==> config.mk <==
export PLATFORM = sky130hd
export DESIGN_NAME = ex_mem_stage_flat
export DESIGN_NICKNAME = d
export VERILOG_FILES = /design/src/rtl/ex_mem_stage_pkg.sv /design/src/rtl/ex_mem_stage_if.sv /design/src/rtl/ex_mem_stage_mul.sv /design/src/rtl/ex_mem_stage.sv /design/src/flat_wrapper.sv
export SDC_FILE = /design/constraint.sdc
export NUM_CORES = 1
export LEC_CHECK = 0
export BUFFER_PORTS_ARGS = -buffer_cell sky130_fd_sc_hd__buf_2
export CAP_MARGIN = 30
export CORE_UTILIZATION = 53
export CTS_CLUSTER_SIZE = 24
export DETAILED_ROUTE_END_ITERATION = 8
export PLACE_DENSITY_LB_ADDON = 0.15
export SYNTH_ARGS = -nofsm -noshare
export SYNTH_HDL_FRONTEND = slang
export SYNTH_SLANG_ARGS = --single-unit
==> constraint.sdc <==
create_clock -name clk_i -period 5.8 [get_ports clk_i]
set_input_delay 1.16 -clock clk_i [delete_from_list [all_inputs] [get_ports clk_i]]
set_output_delay 1.16 -clock clk_i [all_outputs]
set_load 0.005 [all_outputs]
==> src/rtl/ex_mem_stage_pkg.sv <==
`default_nettype none
// ============================================================================
//  Module   : ex_pkg
//  Purpose  : Shared encodings for the execute stage: ALUOp classes, R-type
//             funct codes, ALU-control enum, FSM state enum and helpers for
//             ALU decode and operand forwarding.
//  Revision : 1.0  initial release
// ============================================================================
package ex_pkg;

  // ALU class codes delivered by the main decoder through ID/EX
  localparam logic [1:0] c_ALUOP_ADD   = 2'b00;
  localparam logic [1:0] c_ALUOP_SUB   = 2'b01;
  localparam logic [1:0] c_ALUOP_RTYPE = 2'b10;
  localparam logic [1:0] c_ALUOP_OR    = 2'b11;

  // R-type function field codes understood by this stage
  localparam logic [5:0] c_FUNCT_ADD = 6'b100000;
  localparam logic [5:0] c_FUNCT_SUB = 6'b100010;
  localparam logic [5:0] c_FUNCT_AND = 6'b100100;
  localparam logic [5:0] c_FUNCT_OR  = 6'b100101;
  localparam logic [5:0] c_FUNCT_SLT = 6'b101010;
  localparam logic [5:0] c_FUNCT_MUL = 6'b011000;

  typedef enum logic [2:0] {
    ALU_ADD = 3'd0,
    ALU_SUB = 3'd1,
    ALU_AND = 3'd2,
    ALU_OR  = 3'd3,
    ALU_SLT = 3'd4,
    ALU_MUL = 3'd5
  } alu_ctrl_e;

  typedef enum logic [1:0] {
    ST_IDLE = 2'd0,
    ST_MUL  = 2'd1,
    ST_DONE = 2'd2
  } ex_state_e;

  // Map ALUOp/funct to an ALU operation; unknown funct falls back to add
  function automatic alu_ctrl_e alu_decode(input logic [1:0] aluop,
                                           input logic [5:0] funct);
    alu_ctrl_e ctrl;
    ctrl = ALU_ADD;
    case (aluop)
      c_ALUOP_ADD: ctrl = ALU_ADD;
      c_ALUOP_SUB: ctrl = ALU_SUB;
      c_ALUOP_OR:  ctrl = ALU_OR;
      c_ALUOP_RTYPE: begin
        case (funct)
          c_FUNCT_ADD: ctrl = ALU_ADD;
          c_FUNCT_SUB: ctrl = ALU_SUB;
          c_FUNCT_AND: ctrl = ALU_AND;
          c_FUNCT_OR:  ctrl = ALU_OR;
          c_FUNCT_SLT: ctrl = ALU_SLT;
          c_FUNCT_MUL: ctrl = ALU_MUL;
          default:     ctrl = ALU_ADD;
        endcase
      end
      default: ctrl = ALU_ADD;
    endcase
    return ctrl;
  endfunction

  // Pick the newest value of a source register; the younger EX/MEM result
  // beats MEM/WB, and register 0 is never forwarded
  function automatic logic [31:0] fwd_operand(input logic [4:0]  src,
                                              input logic        exm_we,
                                              input logic [4:0]  exm_rd,
                                              input logic [31:0] exm_val,
                                              input logic        wb_we,
                                              input logic [4:0]  wb_rd,
                                              input logic [31:0] wb_val,
                                              input logic [31:0] rf_val);
    if (exm_we && (exm_rd != 5'd0) && (exm_rd == src)) begin
      return exm_val;
    end
    if (wb_we && (wb_rd != 5'd0) && (wb_rd == src)) begin
      return wb_val;
    end
    return rf_val;
  endfunction

endpackage
`default_nettype wire

==> src/rtl/ex_mem_stage_if.sv <==
`default_nettype none
// ============================================================================
//  Module   : ex_mem_stage_if
//  Purpose  : Bundle of ID/EX inputs, MEM/WB forwarding inputs and EX/MEM
//             outputs around the execute stage.
//  Revision : 1.0  initial release
// ============================================================================
interface ex_mem_stage_if;
  logic        start_i;
  logic        ALUSrc_i;
  logic        RegDst_i;
  logic        MemRd_i;
  logic        MemWr_i;
  logic        MemtoReg_i;
  logic        RegWrite_i;
  logic [1:0]  ALUOp_i;
  logic [31:0] Data1_i;
  logic [31:0] Data2_i;
  logic [31:0] imm_i;
  logic [4:0]  Rs_i;
  logic [4:0]  Rt_i;
  logic [4:0]  Rd_i;
  logic [5:0]  funct_i;
  logic        WB_RegWrite_i;
  logic [4:0]  WB_Rd_i;
  logic [31:0] WB_data_i;
  logic        MemRd_o;
  logic        MemWr_o;
  logic        MemtoReg_o;
  logic        RegWrite_o;
  logic [31:0] ALUResult_o;
  logic [31:0] WrData_o;
  logic [4:0]  Rd_o;
  logic        stall_o;

  // Pipeline side that feeds the stage and consumes its results
  modport master (
    output start_i, ALUSrc_i, RegDst_i, MemRd_i, MemWr_i, MemtoReg_i,
           RegWrite_i, ALUOp_i, Data1_i, Data2_i, imm_i, Rs_i, Rt_i, Rd_i,
           funct_i, WB_RegWrite_i, WB_Rd_i, WB_data_i,
    input  MemRd_o, MemWr_o, MemtoReg_o, RegWrite_o, ALUResult_o, WrData_o,
           Rd_o, stall_o
  );

  // The execute stage itself
  modport slave (
    input  start_i, ALUSrc_i, RegDst_i, MemRd_i, MemWr_i, MemtoReg_i,
           RegWrite_i, ALUOp_i, Data1_i, Data2_i, imm_i, Rs_i, Rt_i, Rd_i,
           funct_i, WB_RegWrite_i, WB_Rd_i, WB_data_i,
    output MemRd_o, MemWr_o, MemtoReg_o, RegWrite_o, ALUResult_o, WrData_o,
           Rd_o, stall_o
  );
endinterface
`default_nettype wire

==> src/rtl/ex_mem_stage_mul.sv <==
`default_nettype none
// ============================================================================
//  Module   : seq_multiplier
//  Purpose  : 32x32 shift-add multiplier, one partial product per enabled
//             cycle, 32 steps; keeps only the low 32 bits of the product.
//  Revision : 1.0  initial release
// ============================================================================
module seq_multiplier (
  input  logic        clk_i,
  input  logic        rst_n_i,
  input  logic        en_i,
  input  logic        load_i,
  input  logic [31:0] a_i,
  input  logic [31:0] b_i,
  output logic        busy_o,
  output logic        done_o,
  output logic [31:0] prod_o
);
  logic [31:0] a_q;
  logic [31:0] b_q;
  logic [31:0] acc_q;
  logic [4:0]  cnt_q;
  logic        busy_q;

  // Load operands, then add the shifted multiplicand per multiplier bit
  always_ff @(posedge clk_i) begin
    if (!rst_n_i) begin
      a_q    <= '0;
      b_q    <= '0;
      acc_q  <= '0;
      cnt_q  <= '0;
      busy_q <= 1'b0;
    end else if (en_i) begin
      if (load_i) begin
        a_q    <= a_i;
        b_q    <= b_i;
        acc_q  <= '0;
        cnt_q  <= '0;
        busy_q <= 1'b1;
      end else if (busy_q) begin
        acc_q <= acc_q + (b_q[0] ? a_q : 32'd0);
        a_q   <= {a_q[30:0], 1'b0};
        b_q   <= {1'b0, b_q[31:1]};
        cnt_q <= cnt_q + 5'd1;
        if (cnt_q == 5'd31) begin
          busy_q <= 1'b0;
        end
      end
    end
  end

  assign busy_o = busy_q;
  // Final step is in progress; the product is complete after this edge
  assign done_o = busy_q && (cnt_q == 5'd31);
  assign prod_o = acc_q;

endmodule
`default_nettype wire

==> src/rtl/ex_mem_stage.sv <==
`default_nettype none
// ============================================================================
//  Module   : ex_mem_stage
//  Purpose  : Execute stage with operand forwarding, ALU, iterative mul and
//             the EX/MEM pipeline register.
//  Revision : 1.0  initial release
// ============================================================================
module ex_mem_stage
  import ex_pkg::*;
(
  input  logic          clk_i,
  input  logic          rst_n_i,
  ex_mem_stage_if.slave bus
);
  localparam logic [1:0] c_S_IDLE = ST_IDLE;
  localparam logic [1:0] c_S_MUL  = ST_MUL;
  localparam logic [1:0] c_S_DONE = ST_DONE;

  logic [1:0]  state_q, state_d;
  logic        memrd_q, memrd_d;
  logic        memwr_q, memwr_d;
  logic        memtoreg_q, memtoreg_d;
  logic        regwrite_q, regwrite_d;
  logic [31:0] result_q, result_d;
  logic [31:0] wrdata_q, wrdata_d;
  logic [4:0]  rd_q, rd_d;

  logic [31:0] w_fwd_a;
  logic [31:0] w_fwd_b;
  logic [31:0] w_alu_b;
  logic [31:0] w_alu_res;
  logic [4:0]  w_dst;
  alu_ctrl_e   w_alu_ctrl;
  logic        w_is_mul;
  logic        w_mul_load;
  logic        w_mul_busy;
  logic        w_mul_done;
  logic [31:0] w_mul_prod;

  assign w_fwd_a = fwd_operand(bus.Rs_i, regwrite_q, rd_q, result_q,
                               bus.WB_RegWrite_i, bus.WB_Rd_i, bus.WB_data_i,
                               bus.Data1_i);
  assign w_fwd_b = fwd_operand(bus.Rt_i, regwrite_q, rd_q, result_q,
                               bus.WB_RegWrite_i, bus.WB_Rd_i, bus.WB_data_i,
                               bus.Data2_i);
  assign w_alu_b    = bus.ALUSrc_i ? bus.imm_i : w_fwd_b;
  assign w_dst      = bus.RegDst_i ? bus.Rd_i : bus.Rt_i;
  assign w_alu_ctrl = alu_decode(bus.ALUOp_i, bus.funct_i);
  assign w_is_mul   = (w_alu_ctrl == ALU_MUL);
  assign w_mul_load = (state_q == c_S_IDLE) && w_is_mul;

  // Single-cycle ALU; mul is handled by the iterative unit
  always_comb begin
    w_alu_res = w_fwd_a + w_alu_b;
    case (w_alu_ctrl)
      ALU_SUB: w_alu_res = w_fwd_a - w_alu_b;
      ALU_AND: w_alu_res = w_fwd_a & w_alu_b;
      ALU_OR:  w_alu_res = w_fwd_a | w_alu_b;
      ALU_SLT: w_alu_res = {31'd0, ($signed(w_fwd_a) < $signed(w_alu_b))};
      default: w_alu_res = w_fwd_a + w_alu_b;
    endcase
  end

  seq_multiplier u_mul (
    .clk_i   (clk_i),
    .rst_n_i (rst_n_i),
    .en_i    (bus.start_i),
    .load_i  (w_mul_load),
    .a_i     (w_fwd_a),
    .b_i     (w_fwd_b),
    .busy_o  (w_mul_busy),
    .done_o  (w_mul_done),
    .prod_o  (w_mul_prod)
  );

  // Sequencing of mul and next-state of the EX/MEM register
  always_comb begin
    state_d    = state_q;
    memrd_d    = memrd_q;
    memwr_d    = memwr_q;
    memtoreg_d = memtoreg_q;
    regwrite_d = regwrite_q;
    result_d   = result_q;
    wrdata_d   = wrdata_q;
    rd_d       = rd_q;
    if (bus.start_i) begin
      case (state_q)
        c_S_IDLE: begin
          if (w_is_mul) begin
            // Bubble into MEM while the product is being built
            state_d    = c_S_MUL;
            memrd_d    = 1'b0;
            memwr_d    = 1'b0;
            memtoreg_d = 1'b0;
            regwrite_d = 1'b0;
            result_d   = '0;
            wrdata_d   = '0;
            rd_d       = '0;
          end else begin
            memrd_d    = bus.MemRd_i;
            memwr_d    = bus.MemWr_i;
            memtoreg_d = bus.MemtoReg_i;
            regwrite_d = bus.RegWrite_i;
            result_d   = w_alu_res;
            wrdata_d   = w_fwd_b;
            rd_d       = w_dst;
          end
        end
        c_S_MUL: begin
          if (w_mul_done) begin
            state_d = c_S_DONE;
          end else if (!w_mul_busy) begin
            state_d = c_S_IDLE;
          end
        end
        c_S_DONE: begin
          // ID/EX is still holding the mul thanks to the stall
          state_d    = c_S_IDLE;
          memrd_d    = bus.MemRd_i;
          memwr_d    = bus.MemWr_i;
          memtoreg_d = bus.MemtoReg_i;
          regwrite_d = bus.RegWrite_i;
          result_d   = w_mul_prod;
          wrdata_d   = w_fwd_b;
          rd_d       = w_dst;
        end
        default: state_d = c_S_IDLE;
      endcase
    end
  end

  // State and EX/MEM register update with synchronous clear
  always_ff @(posedge clk_i) begin
    if (!rst_n_i) begin
      state_q    <= c_S_IDLE;
      memrd_q    <= 1'b0;
      memwr_q    <= 1'b0;
      memtoreg_q <= 1'b0;
      regwrite_q <= 1'b0;
      result_q   <= '0;
      wrdata_q   <= '0;
      rd_q       <= '0;
    end else begin
      state_q    <= state_d;
      memrd_q    <= memrd_d;
      memwr_q    <= memwr_d;
      memtoreg_q <= memtoreg_d;
      regwrite_q <= regwrite_d;
      result_q   <= result_d;
      wrdata_q   <= wrdata_d;
      rd_q       <= rd_d;
    end
  end

  // Hold upstream from mul detection until the last shift-add step
  assign bus.stall_o = rst_n_i &&
                       (((state_q == c_S_IDLE) && bus.start_i && w_is_mul) ||
                        (state_q == c_S_MUL));

  assign bus.MemRd_o     = memrd_q;
  assign bus.MemWr_o     = memwr_q;
  assign bus.MemtoReg_o  = memtoreg_q;
  assign bus.RegWrite_o  = regwrite_q;
  assign bus.ALUResult_o = result_q;
  assign bus.WrData_o    = wrdata_q;
  assign bus.Rd_o        = rd_q;

endmodule
`default_nettype wire

==> src/flat_wrapper.sv <==
// flat-port wrapper written by rule: the top's interface ports become plain ports
module ex_mem_stage_flat import ex_pkg::*;
  (clk_i, rst_n_i, bus_start_i, bus_ALUSrc_i, bus_RegDst_i, bus_MemRd_i, bus_MemWr_i, bus_MemtoReg_i, bus_RegWrite_i, bus_ALUOp_i, bus_Data1_i, bus_Data2_i, bus_imm_i, bus_Rs_i, bus_Rt_i, bus_Rd_i, bus_funct_i, bus_WB_RegWrite_i, bus_WB_Rd_i, bus_WB_data_i, bus_MemRd_o, bus_MemWr_o, bus_MemtoReg_o, bus_RegWrite_o, bus_ALUResult_o, bus_WrData_o, bus_Rd_o, bus_stall_o);
  ex_mem_stage_if bus_i ();
  input  logic clk_i;
  input  logic rst_n_i;
  input wire logic [$bits(bus_i.start_i)-1:0] bus_start_i;
  input wire logic [$bits(bus_i.ALUSrc_i)-1:0] bus_ALUSrc_i;
  input wire logic [$bits(bus_i.RegDst_i)-1:0] bus_RegDst_i;
  input wire logic [$bits(bus_i.MemRd_i)-1:0] bus_MemRd_i;
  input wire logic [$bits(bus_i.MemWr_i)-1:0] bus_MemWr_i;
  input wire logic [$bits(bus_i.MemtoReg_i)-1:0] bus_MemtoReg_i;
  input wire logic [$bits(bus_i.RegWrite_i)-1:0] bus_RegWrite_i;
  input wire logic [$bits(bus_i.ALUOp_i)-1:0] bus_ALUOp_i;
  input wire logic [$bits(bus_i.Data1_i)-1:0] bus_Data1_i;
  input wire logic [$bits(bus_i.Data2_i)-1:0] bus_Data2_i;
  input wire logic [$bits(bus_i.imm_i)-1:0] bus_imm_i;
  input wire logic [$bits(bus_i.Rs_i)-1:0] bus_Rs_i;
  input wire logic [$bits(bus_i.Rt_i)-1:0] bus_Rt_i;
  input wire logic [$bits(bus_i.Rd_i)-1:0] bus_Rd_i;
  input wire logic [$bits(bus_i.funct_i)-1:0] bus_funct_i;
  input wire logic [$bits(bus_i.WB_RegWrite_i)-1:0] bus_WB_RegWrite_i;
  input wire logic [$bits(bus_i.WB_Rd_i)-1:0] bus_WB_Rd_i;
  input wire logic [$bits(bus_i.WB_data_i)-1:0] bus_WB_data_i;
  output wire logic [$bits(bus_i.MemRd_o)-1:0] bus_MemRd_o;
  output wire logic [$bits(bus_i.MemWr_o)-1:0] bus_MemWr_o;
  output wire logic [$bits(bus_i.MemtoReg_o)-1:0] bus_MemtoReg_o;
  output wire logic [$bits(bus_i.RegWrite_o)-1:0] bus_RegWrite_o;
  output wire logic [$bits(bus_i.ALUResult_o)-1:0] bus_ALUResult_o;
  output wire logic [$bits(bus_i.WrData_o)-1:0] bus_WrData_o;
  output wire logic [$bits(bus_i.Rd_o)-1:0] bus_Rd_o;
  output wire logic [$bits(bus_i.stall_o)-1:0] bus_stall_o;
  assign bus_i.start_i = bus_start_i;
  assign bus_i.ALUSrc_i = bus_ALUSrc_i;
  assign bus_i.RegDst_i = bus_RegDst_i;
  assign bus_i.MemRd_i = bus_MemRd_i;
  assign bus_i.MemWr_i = bus_MemWr_i;
  assign bus_i.MemtoReg_i = bus_MemtoReg_i;
  assign bus_i.RegWrite_i = bus_RegWrite_i;
  assign bus_i.ALUOp_i = bus_ALUOp_i;
  assign bus_i.Data1_i = bus_Data1_i;
  assign bus_i.Data2_i = bus_Data2_i;
  assign bus_i.imm_i = bus_imm_i;
  assign bus_i.Rs_i = bus_Rs_i;
  assign bus_i.Rt_i = bus_Rt_i;
  assign bus_i.Rd_i = bus_Rd_i;
  assign bus_i.funct_i = bus_funct_i;
  assign bus_i.WB_RegWrite_i = bus_WB_RegWrite_i;
  assign bus_i.WB_Rd_i = bus_WB_Rd_i;
  assign bus_i.WB_data_i = bus_WB_data_i;
  assign bus_MemRd_o = bus_i.MemRd_o;
  assign bus_MemWr_o = bus_i.MemWr_o;
  assign bus_MemtoReg_o = bus_i.MemtoReg_o;
  assign bus_RegWrite_o = bus_i.RegWrite_o;
  assign bus_ALUResult_o = bus_i.ALUResult_o;
  assign bus_WrData_o = bus_i.WrData_o;
  assign bus_Rd_o = bus_i.Rd_o;
  assign bus_stall_o = bus_i.stall_o;
  ex_mem_stage u_core (.clk_i(clk_i), .rst_n_i(rst_n_i), .bus(bus_i));
endmodule
==> results list, run 1 <==
- Final setup violation count: 0
- GRT overflow: 0
- Inserted Clock Buffers: 17
* Number of fill cells in the layout: 2,451
- In the synthesized netlist the async set-or-reset flop fraction comes to 0%.
- Start point of the critical path: bus_WB_Rd_i[0]
- The core region is 29,000 um^2.
- The worst path uses 96.9% of the clock period.
- Seq/Total Area, Yosys: 22.4%
- The cell area that synthesis handed to floorplanning was 15,800 um^2.
* Leakage Power: 0.00881 uW
- Time the final worst path needs with I/O delays and setup: 5.62 ns
- Total number of H-tree levels: 4
- The worst register-to-register path begins at u_core.bus.Rd_o[1].
- Floorplan die area: 30,500 um^2
- Fraction of final layout cells with drive strength greater than 1: 27.7%
* Clock transition time at the flip-flop clock pins of the worst setup and hold paths: 0.09 ns
* Post-Place Cells: 2,804
- Across all register-to-register paths, the minimum setup slack is 0.46 ns.
- Number of enable flip-flop cells after synthesis: 0
- Summed over all nets, the half-perimeter wirelength after detailed placement is 50.6 mm.
* Worst reg2reg path depth: 21
- Largest net degree at the start of global routing: 90
- Clock tree from TritonCTS: yes
- Timing would allow up to 0.178 GHz.
- DIE HEIGHT: 175 um
* CTS Buffer Depth: 2
* Detailed-router iteration count before antenna repair: 8
- The synthesized netlist devotes 30.9% of its cell area to compound gates.
- Total number of vias: 18.2k
* Total Neg Setup Slack: 0 ns
* Quantity of hold-fixing buffers added after cts: 0
- In the layout the commonest cells are sky130_fd_sc_hd__buf_4, sky130_fd_sc_hd__buf_2, sky130_fd_sc_hd__dfxtp_1, sky130_fd_sc_hd__nand2_1, sky130_fd_sc_hd__nor2b_1.
- Following the worst setup path forward leads to its endpoint at u_core.bus.ALUResult_o[31].
- Final Skew: 0.0230 ns
- For the worst-skew pair, the clock arrives at the later sink with an insertion delay of 0.47 ns.
- The final max-slew violation count was 0.
- Residual DRC count: 0
* Mux contribution to synthesized area: 4.58%
- Count of different cell masters after synthesis: 96
* Crit Reg-Reg Endpoint: u_core.bus.ALUResult_o[30]
- WP data arrival: 5.98 ns
- GRT met3 Usage: 10.7%
- The worst setup path is launched from an input port.
* Avg Cell Area, Syn: 7.79 um^2
- Met1 capacity usage during global routing: 57.6%
- Floorplan die width: 175 um
* Combinational family with the most area after synthesis: compound AO/OA/AOI/OAI gates
* Most common cell after layout, fill and taps aside: sky130_fd_sc_hd__buf_4
- Final Hold Viols: 0
- At the end of routability-driven placement, the weighted congestion stood at 1.01.
* Flop and latch count out of synthesis: 177
- Hold timing on the final database bottoms out at a slack of 0.483 ns.
* Number of instances in the synthesized netlist: 2,028
- Timing analysis after detailed placement gives a worst setup slack of -0.480 ns.
- Met2 Usage GRT: 64.2%
- Overall routed net length: 66.2 mm
- The final layout contains 2,721 nets.
- Synthesized net count: 2,306
* Most Used Layer, Global Route: met2
- Along the worst path, the maximum fanout reaches 14.
- Relative to the synthesized area, the layout overhead comes to 26.1%.
- Count of synthesis-stage warnings from yosys: 0
- Initial cell density of the core: 54.5%
- Global-route wire length before repair: 99.3 mm
- In this run the count of I/O pins placed on the die edge is 240.
- Summing the areas of all and, or, nand and nor instances in the mapped netlist gives 22.5% of the synthesized area.
* Power density of the placed cells: 197 nW/um^2
- Synthesized-area fraction occupied by xor and xnor cells: 4.88%
- Worst hold path class: reg -> reg
- The via count of the first global-routing pass was 17.3k.
* Most used DFF post-synth: sky130_fd_sc_hd__dfxtp_1
* Share of synthesized cell area in full adder, half adder and majority cells: 9.01%
* Count of antenna-violating nets left after detailed routing: 0
* Number of input and output port buffers inserted: 239
* Mean number of vias per cell: 6.42
* All-layer global routing usage: 42.1%
- After the flow finishes, the layout carries non-filler instances totaling 2,840.
- Worst Path Required: 6.16 ns
- Normalized max-slew margin: 32.3%
* Routed WL per cell: 23.3 um
* Setup repair after global routing missed its margin: true
* Placement Rows: 62
* Clk sinks: 177
- The worst path meets setup with 0.181 ns of slack.
- Worst ir drop on vdd: 252 uV
- Buffer cell driving the clock tree root: sky130_fd_sc_hd__clkbuf_16
- The initial antenna violation count is 2.
- Measured slew at the worst slew-check pin: 1.01 ns
- The flow ran to the end, and the final reports show no timing, DRC or antenna violations.
* Initial DRC count: 2,522
* Max-capacitance violation count: 0
- The worst setup path is captured at a register.
- The completed layout was analyzed and its total power is 3930 uW.
- The setup path with the least slack is of type in -> reg.
==> registers in the layout, indices dropped and copies added (netlist names) <==
| register | count |
|---|---|
| u_core.bus.ALUResult_o | 32 |
| u_core.bus.WrData_o | 32 |
| u_core.u_mul.a_q | 32 |
| u_core.u_mul.b_q | 32 |
| u_core.u_mul.prod_o | 32 |
| u_core.bus.Rd_o | 5 |
| u_core.u_mul.cnt_q | 5 |
| u_core.state_q | 2 |
| u_core.bus.MemRd_o | 1 |
| u_core.bus.MemWr_o | 1 |
| u_core.bus.MemtoReg_o | 1 |
| u_core.bus.RegWrite_o | 1 |
| u_core.u_mul.busy_o | 1 |
==> power by group <==
| group | switching [uW] | leakage [uW] | internal [uW] | total [uW] |
|---|---|---|---|---|
| sequential | 50.4 | 0.00144 | 1260 | 1310 |
| combinational | 795 | 0.00710 | 642 | 1440 |
| clock | 574 | 0.000270 | 609 | 1180 |
| total | 1420 | 0.00881 | 2510 | 3930 |
==> kinds of logic (layout without fill, tap and decap cells) <==
logic type               after synthesis  in the layout
other                                  0              2
multiplexers                          69             69
AND/OR/NAND/NOR                      687            687
XOR/XNOR                              88             88
flip-flops                           177            177
buffers and inverters                227            653
adder cells (fa/ha/maj)              112            112
AO/OA/AOI/OAI                        668            668
==> per-layer routing <==
layer  part of all wire, %  vias to the layer above
met2                    43                     1046
met1                    42                     8737
met4                   3.0                        2
met5                 0.020                        -
li1                      -                     8312
met3                    12                      129
==> worst min-delay path by stage <==
stage | startpoint | to | cells after the start
after floorplan | u_core.u_mul.prod_o[8] | u_core.u_mul.prod_o[8] | 2
after global placement | u_core.u_mul.prod_o[31] | u_core.u_mul.prod_o[31] | 2
after detailed placement | u_core.u_mul.b_q[31] | u_core.u_mul.b_q[31] | 2
after CTS | u_core.u_mul.b_q[31] | u_core.u_mul.b_q[31] | 2
after global routing | u_core.u_mul.prod_o[31] | u_core.u_mul.prod_o[31] | 2
final | u_core.u_mul.b_q[31] | u_core.u_mul.b_q[31] | 2
==> critical path: stages <==
cell	delay (ns)
sky130_fd_sc_hd__buf_2	0.12
sky130_fd_sc_hd__or4_4	0.54
sky130_fd_sc_hd__o211a_4	0.29
sky130_fd_sc_hd__buf_4	0.20
sky130_fd_sc_hd__nand3_1	0.11
sky130_fd_sc_hd__a311oi_1	0.12
sky130_fd_sc_hd__or2_2	0.33
sky130_fd_sc_hd__ha_1	0.21
sky130_fd_sc_hd__or3_1	0.37
sky130_fd_sc_hd__or2_2	0.29
sky130_fd_sc_hd__o221a_2	0.28
sky130_fd_sc_hd__a311o_1	0.34
sky130_fd_sc_hd__o311ai_4	0.32
sky130_fd_sc_hd__a41oi_2	0.22
sky130_fd_sc_hd__nand3_1	0.23
sky130_fd_sc_hd__a311oi_1	0.19
sky130_fd_sc_hd__a31o_2	0.29
sky130_fd_sc_hd__xnor2_1	0.13
sky130_fd_sc_hd__a21oi_1	0.08
sky130_fd_sc_hd__nor2_1	0.09
sky130_fd_sc_hd__nor2_1	0.05
==> synthesized netlist by cell type (13+ instances only) <==
cell,number,share of area (%)
sky130_fd_sc_hd__o21ai_1,21,0.67
sky130_fd_sc_hd__nor3_1,50,1.6
sky130_fd_sc_hd__a31oi_1,31,1.2
sky130_fd_sc_hd__and3_1,14,0.55
sky130_fd_sc_hd__mux2i_1,42,2.7
sky130_fd_sc_hd__a21oi_1,118,3.7
sky130_fd_sc_hd__a21o_1,26,1.2
sky130_fd_sc_hd__xnor2_1,58,3.2
sky130_fd_sc_hd__ha_1,109,8.6
sky130_fd_sc_hd__nor2_1,131,3.1
sky130_fd_sc_hd__mux2_2,27,1.9
sky130_fd_sc_hd__a22oi_1,67,3.2
sky130_fd_sc_hd__and2_1,47,1.9
sky130_fd_sc_hd__a221oi_1,13,0.72
sky130_fd_sc_hd__nand2_1,151,3.6
sky130_fd_sc_hd__nand3_1,73,2.3
sky130_fd_sc_hd__xor2_1,30,1.7
sky130_fd_sc_hd__inv_1,93,2.2
sky130_fd_sc_hd__dfxtp_1,177,22
sky130_fd_sc_hd__nor2b_1,140,5.5
sky130_fd_sc_hd__o21ai_0,141,4.5
sky130_fd_sc_hd__o21bai_1,16,0.76
sky130_fd_sc_hd__a222oi_1,62,3.9
sky130_fd_sc_hd__clkbuf_1,110,2.6
==> repair_timing <==
item	CTS	global route
pin swaps	0	15
endpoints found under the setup margin	1	10
setup buffers	0	4
resized for setup	1	31
==> layout make-up <==
class                           instances  area, um^2  share of cell area [%]
Antenna cell                            2        5.00                  0.0251
Clock buffer                           18         439                    2.20
Clock inverter                         12         124                   0.621
Inverter                               94         353                    1.77
Multi-Input combinational cell       1624       11600                    58.1
Sequential cell                       177        3540                    17.8
Tap cell                              384         480                    2.41
Timing Repair Buffer                  529        3410                    17.1
==> metrics by stage <==
step | utilization, % | instance area, um^2
final | 68.7 | 19900
after global routing | 68.7 | 19900
after CTS | 68.1 | 19800
after detailed placement | 66.1 | 19200
after global placement | 66.0 | 19200
after floorplan | - | 15800
No activity file was read; power rests on OpenSTA's default activity.
==> inputs of run 2 (changes only) <==
--- a/config.mk
+++ b/config.mk
@@ -8,6 +8,7 @@
 export BUFFER_PORTS_ARGS = -buffer_cell sky130_fd_sc_hd__buf_2
 export CAP_MARGIN = 30
 export CORE_UTILIZATION = 53
+export CTS_BUF_LIST = sky130_fd_sc_hd__clkbuf_16
 export CTS_CLUSTER_SIZE = 24
 export DETAILED_ROUTE_END_ITERATION = 8
 export PLACE_DENSITY_LB_ADDON = 0.15
==> run 2 against run 1 <==
Compared with the run above:
- final area barely moved
- sequential share of layout area is essentially flat
- die area unchanged
- first-iteration DRC count shrank 2.7%
- combinational power is essentially flat
- maximum frequency shrank 0.51%
- sequential power hardly changed
- register-to-register slack hardly changed
- critical endpoint is now u_core.bus.ALUResult_o[19]
- largest cell class unchanged
==> results list, run 2 (synthesis results as in run 1) <==
- The flow ran to the end, and the final reports show no timing, DRC or antenna violations.
- In the layout the commonest cells are sky130_fd_sc_hd__buf_4, sky130_fd_sc_hd__buf_2, sky130_fd_sc_hd__dfxtp_1, sky130_fd_sc_hd__nand2_1, sky130_fd_sc_hd__nor2b_1.
* Quantity of hold-fixing buffers added after cts: 0 (unchanged)
- The effective utilization at floorplan is 54.5% (unchanged).
- TritonCTS built the clock tree.
- The leakage power of the design was 0.00881 uW (about the same).
- The largest voltage drop on the vdd net is 252 uV (+0.14%).
- The net total in the final layout came to 2,721 (unchanged).
- The worst slew margin relative to its limit is 31.7% (-0.65 points).
* All-layer global routing usage: 42.2% (about the same)
- The floorplan die height came to 175 um (unchanged).
- Maximum single-stage delay on the critical path: 0.58 ns (+0.04 ns)
- Initial DRC count: 2,453 (-2.7%)
- The hold path depth came to 2 (unchanged).
* Clock latency of the later-clocked register in the worst-skew pair: 0.47 ns (about the same)
* Mean number of vias per cell: 6.44 (+0.33%)
- Post-Layout Inst Area: 19,900 um^2 (about the same)
- Floorplan die width: 175 um (unchanged)
- Layout Cells excl Fill: 2,839 (-0.035%)
- The initial antenna violation count is 2 (unchanged).
- Traced cell by cell, the critical path runs through buf_2 -> or4_4 -> o211a_4 -> nand2_8 -> mux2i_1 -> o21ai_1 -> mux2_2 -> ha_1 -> o21bai_1 -> a21oi_2 -> or2_4 -> a2111oi_4 -> o31ai_4 -> a2111oi_4 -> buf_4 -> o211ai_1 -> nand2b_1 -> a221oi_2 -> xor2_1 -> a222oi_1 -> o21ai_1.
- Sum of internal, switching and leakage power: 3910 uW (-0.42%)
* Post-Place Cells: 2,804 (unchanged)
- Dpl hpwl: 50.6 mm (unchanged)
* Final Hold Viols: 0 (unchanged)
* Via count of the first global-routing pass: 17.3k (+0.18%)
- The relative area change from synthesis to final layout came to 26.1% (about the same).
* Most common cell after layout, fill and taps aside: sky130_fd_sc_hd__buf_4
- The logic depth of the worst path, buffers included was 21 (unchanged).
* Total number of vias: 18.3k (+0.30%)
* Final Skew: 0.0214 ns (-0.00161 ns)
- The final wirelength is 66.2 mm (about the same).
- Worst path bufs/invs: 2 (unchanged)
- The data arrival at the endpoint of the critical path is 5.99 ns (about the same).
* Fin worst setup slack: 0.152 ns (-0.0290 ns)
- Final setup violation count: 0 (unchanged)
- STA classifies the critical path endpoint as a register.
- Floorplan die area: 30,500 um^2 (unchanged)
- The maximum number of pins on one net before global-route repair came to 90 (unchanged).
- Worst reg2reg path depth: 20 (-4.8%)
- The fraction of final layout cells with drive strength greater than 1 came to 27.7% (-0.041 points).
- Setup repair after global routing missed its margin: true
- CTS Buffer Depth: 2 (unchanged)
* Worst hold path class: reg -> reg
- Worst setup slack after placement: -0.480 ns (unchanged)
- The share of the clock period used by the worst path is 97.4% (+0.50 points).
- Count of antenna-violating nets left after detailed routing: 0 (unchanged)
- Placeable core region: 29,000 um^2 (unchanged)
- The clock edge transition at the registers on the reported setup and hold paths is 0.08 ns (about the same).
- Reg-to-reg setup timing slack: 0.45 ns (about the same)
* Type of the setup path with the least slack: in -> reg
* Placed inst area: 19,200 um^2 (unchanged)
- Global-route wire length before repair: 99.3 mm (about the same)
* I/O pins: 240 (unchanged)
* Inserted Clock Buffers: 17 (unchanged)
* Clk sinks: 177 (unchanged)
* Buffer cell driving the clock tree root: sky130_fd_sc_hd__clkbuf_16
- Count of pins over their slew limit: 0 (unchanged)
* Worst Path Required: 6.14 ns (-0.02 ns)
- STA classifies the critical path startpoint as an input port.
* Total number of H-tree levels: 4 (unchanged)
* Maximum net fanout on the critical path: 6 (-8)
- The ratio of total power to cell area was 196 nW/um^2 (-0.36%).
- The final period demand of the worst path was 5.65 ns (+0.0290 ns).
* Number of input and output port buffers inserted: 239 (unchanged)
- The remaining routing DRC violations came to 0 (unchanged).
- Routed WL per cell: 23.3 um (about the same)
- In this design, the largest share of critical-path delay is due to compound AO/OA/AOI/OAI gates.
- Critical-path top delay cell: sky130_fd_sc_hd__a222oi_1
- GRT overflow: 0 (unchanged)
* Measured slew at the worst slew-check pin: 1.02 ns (+0.00980 ns)
- The routability congestion estimate from global placement came to 1.01 (unchanged).
- The number of placement rows came to 62 (unchanged).
- The first-pass iteration count of the detailed router was 9 (+1).
* Max-capacitance violation count: 0 (unchanged)
- Fmax: 0.177 GHz (-0.51%)
-- run 2: metrics by stage --
step	utilization [%]	TNS (ns)	hold WS, ns
6_report	68.7	0	0.483
5_1_grt	68.7	-0.0522	0.519
4_1_cts	68.0	0	0.485
3_5_place_dp	66.1	-4.28	0.476
3_3_place_gp	66.0	-2.36	0.461
2_1_floorplan	-	-0.0110	0.450
-- run 2: area by class of cell --
| cell class | count | area (um^2) |
|---|---|---|
| Antenna cell | 1 | 2.50 |
| Clock buffer | 17 | 425 |
| Clock inverter | 13 | 128 |
| Fill cell | 2457 | 9090 |
| Inverter | 94 | 353 |
| Multi-Input combinational cell | 1624 | 11600 |
| Sequential cell | 177 | 3540 |
| Tap cell | 384 | 480 |
| Timing Repair Buffer | 529 | 3410 |
-- run 2: final timing paths --
check | start | end
max reg2reg | u_core.bus.Rd_o[1] | u_core.bus.ALUResult_o[31]
min | u_core.u_mul.b_q[31] | u_core.u_mul.b_q[31]
min reg2reg | u_core.u_mul.b_q[31] | u_core.u_mul.b_q[31]
max | bus_WB_Rd_i[0] | u_core.bus.ALUResult_o[19]
-- run 2: power breakdown --
| group | total (uW) | internal, uW | switching, uW | leakage (uW) |
|---|---|---|---|---|
| registers | 1310 | 1260 | 51.1 | 0.00144 |
| clock network | 1160 | 596 | 569 | 0.000264 |
| logic | 1440 | 642 | 796 | 0.00710 |
| total | 3910 | 2490 | 1420 | 0.00881 |
-- run 2: repair_timing --
action / CTS / global route
resized for setup: 1 / 31
pin swaps: 0 / 15
buffers inserted: 0 / 4
endpoints found under the setup margin: 1 / 10
-- run 2: metal layers --
metal | track usage [%] | routed length [um] | up-vias
met5 | 0 | 13 | -
met4 | 14.5 | 2220 | 2
met3 | 10.6 | 7720 | 154
met2 | 64.5 | 28500 | 1072
met1 | 57.4 | 27800 | 8739
li1 | - | - | 8313
-- run 2: tightest hold or removal path, delay by kind of cell, from the launching register on --
family | cells | cell delay (ns)
simple gates | 1 | 0.06
compound gates | 1 | 0.07
flops | 1 | 0.31
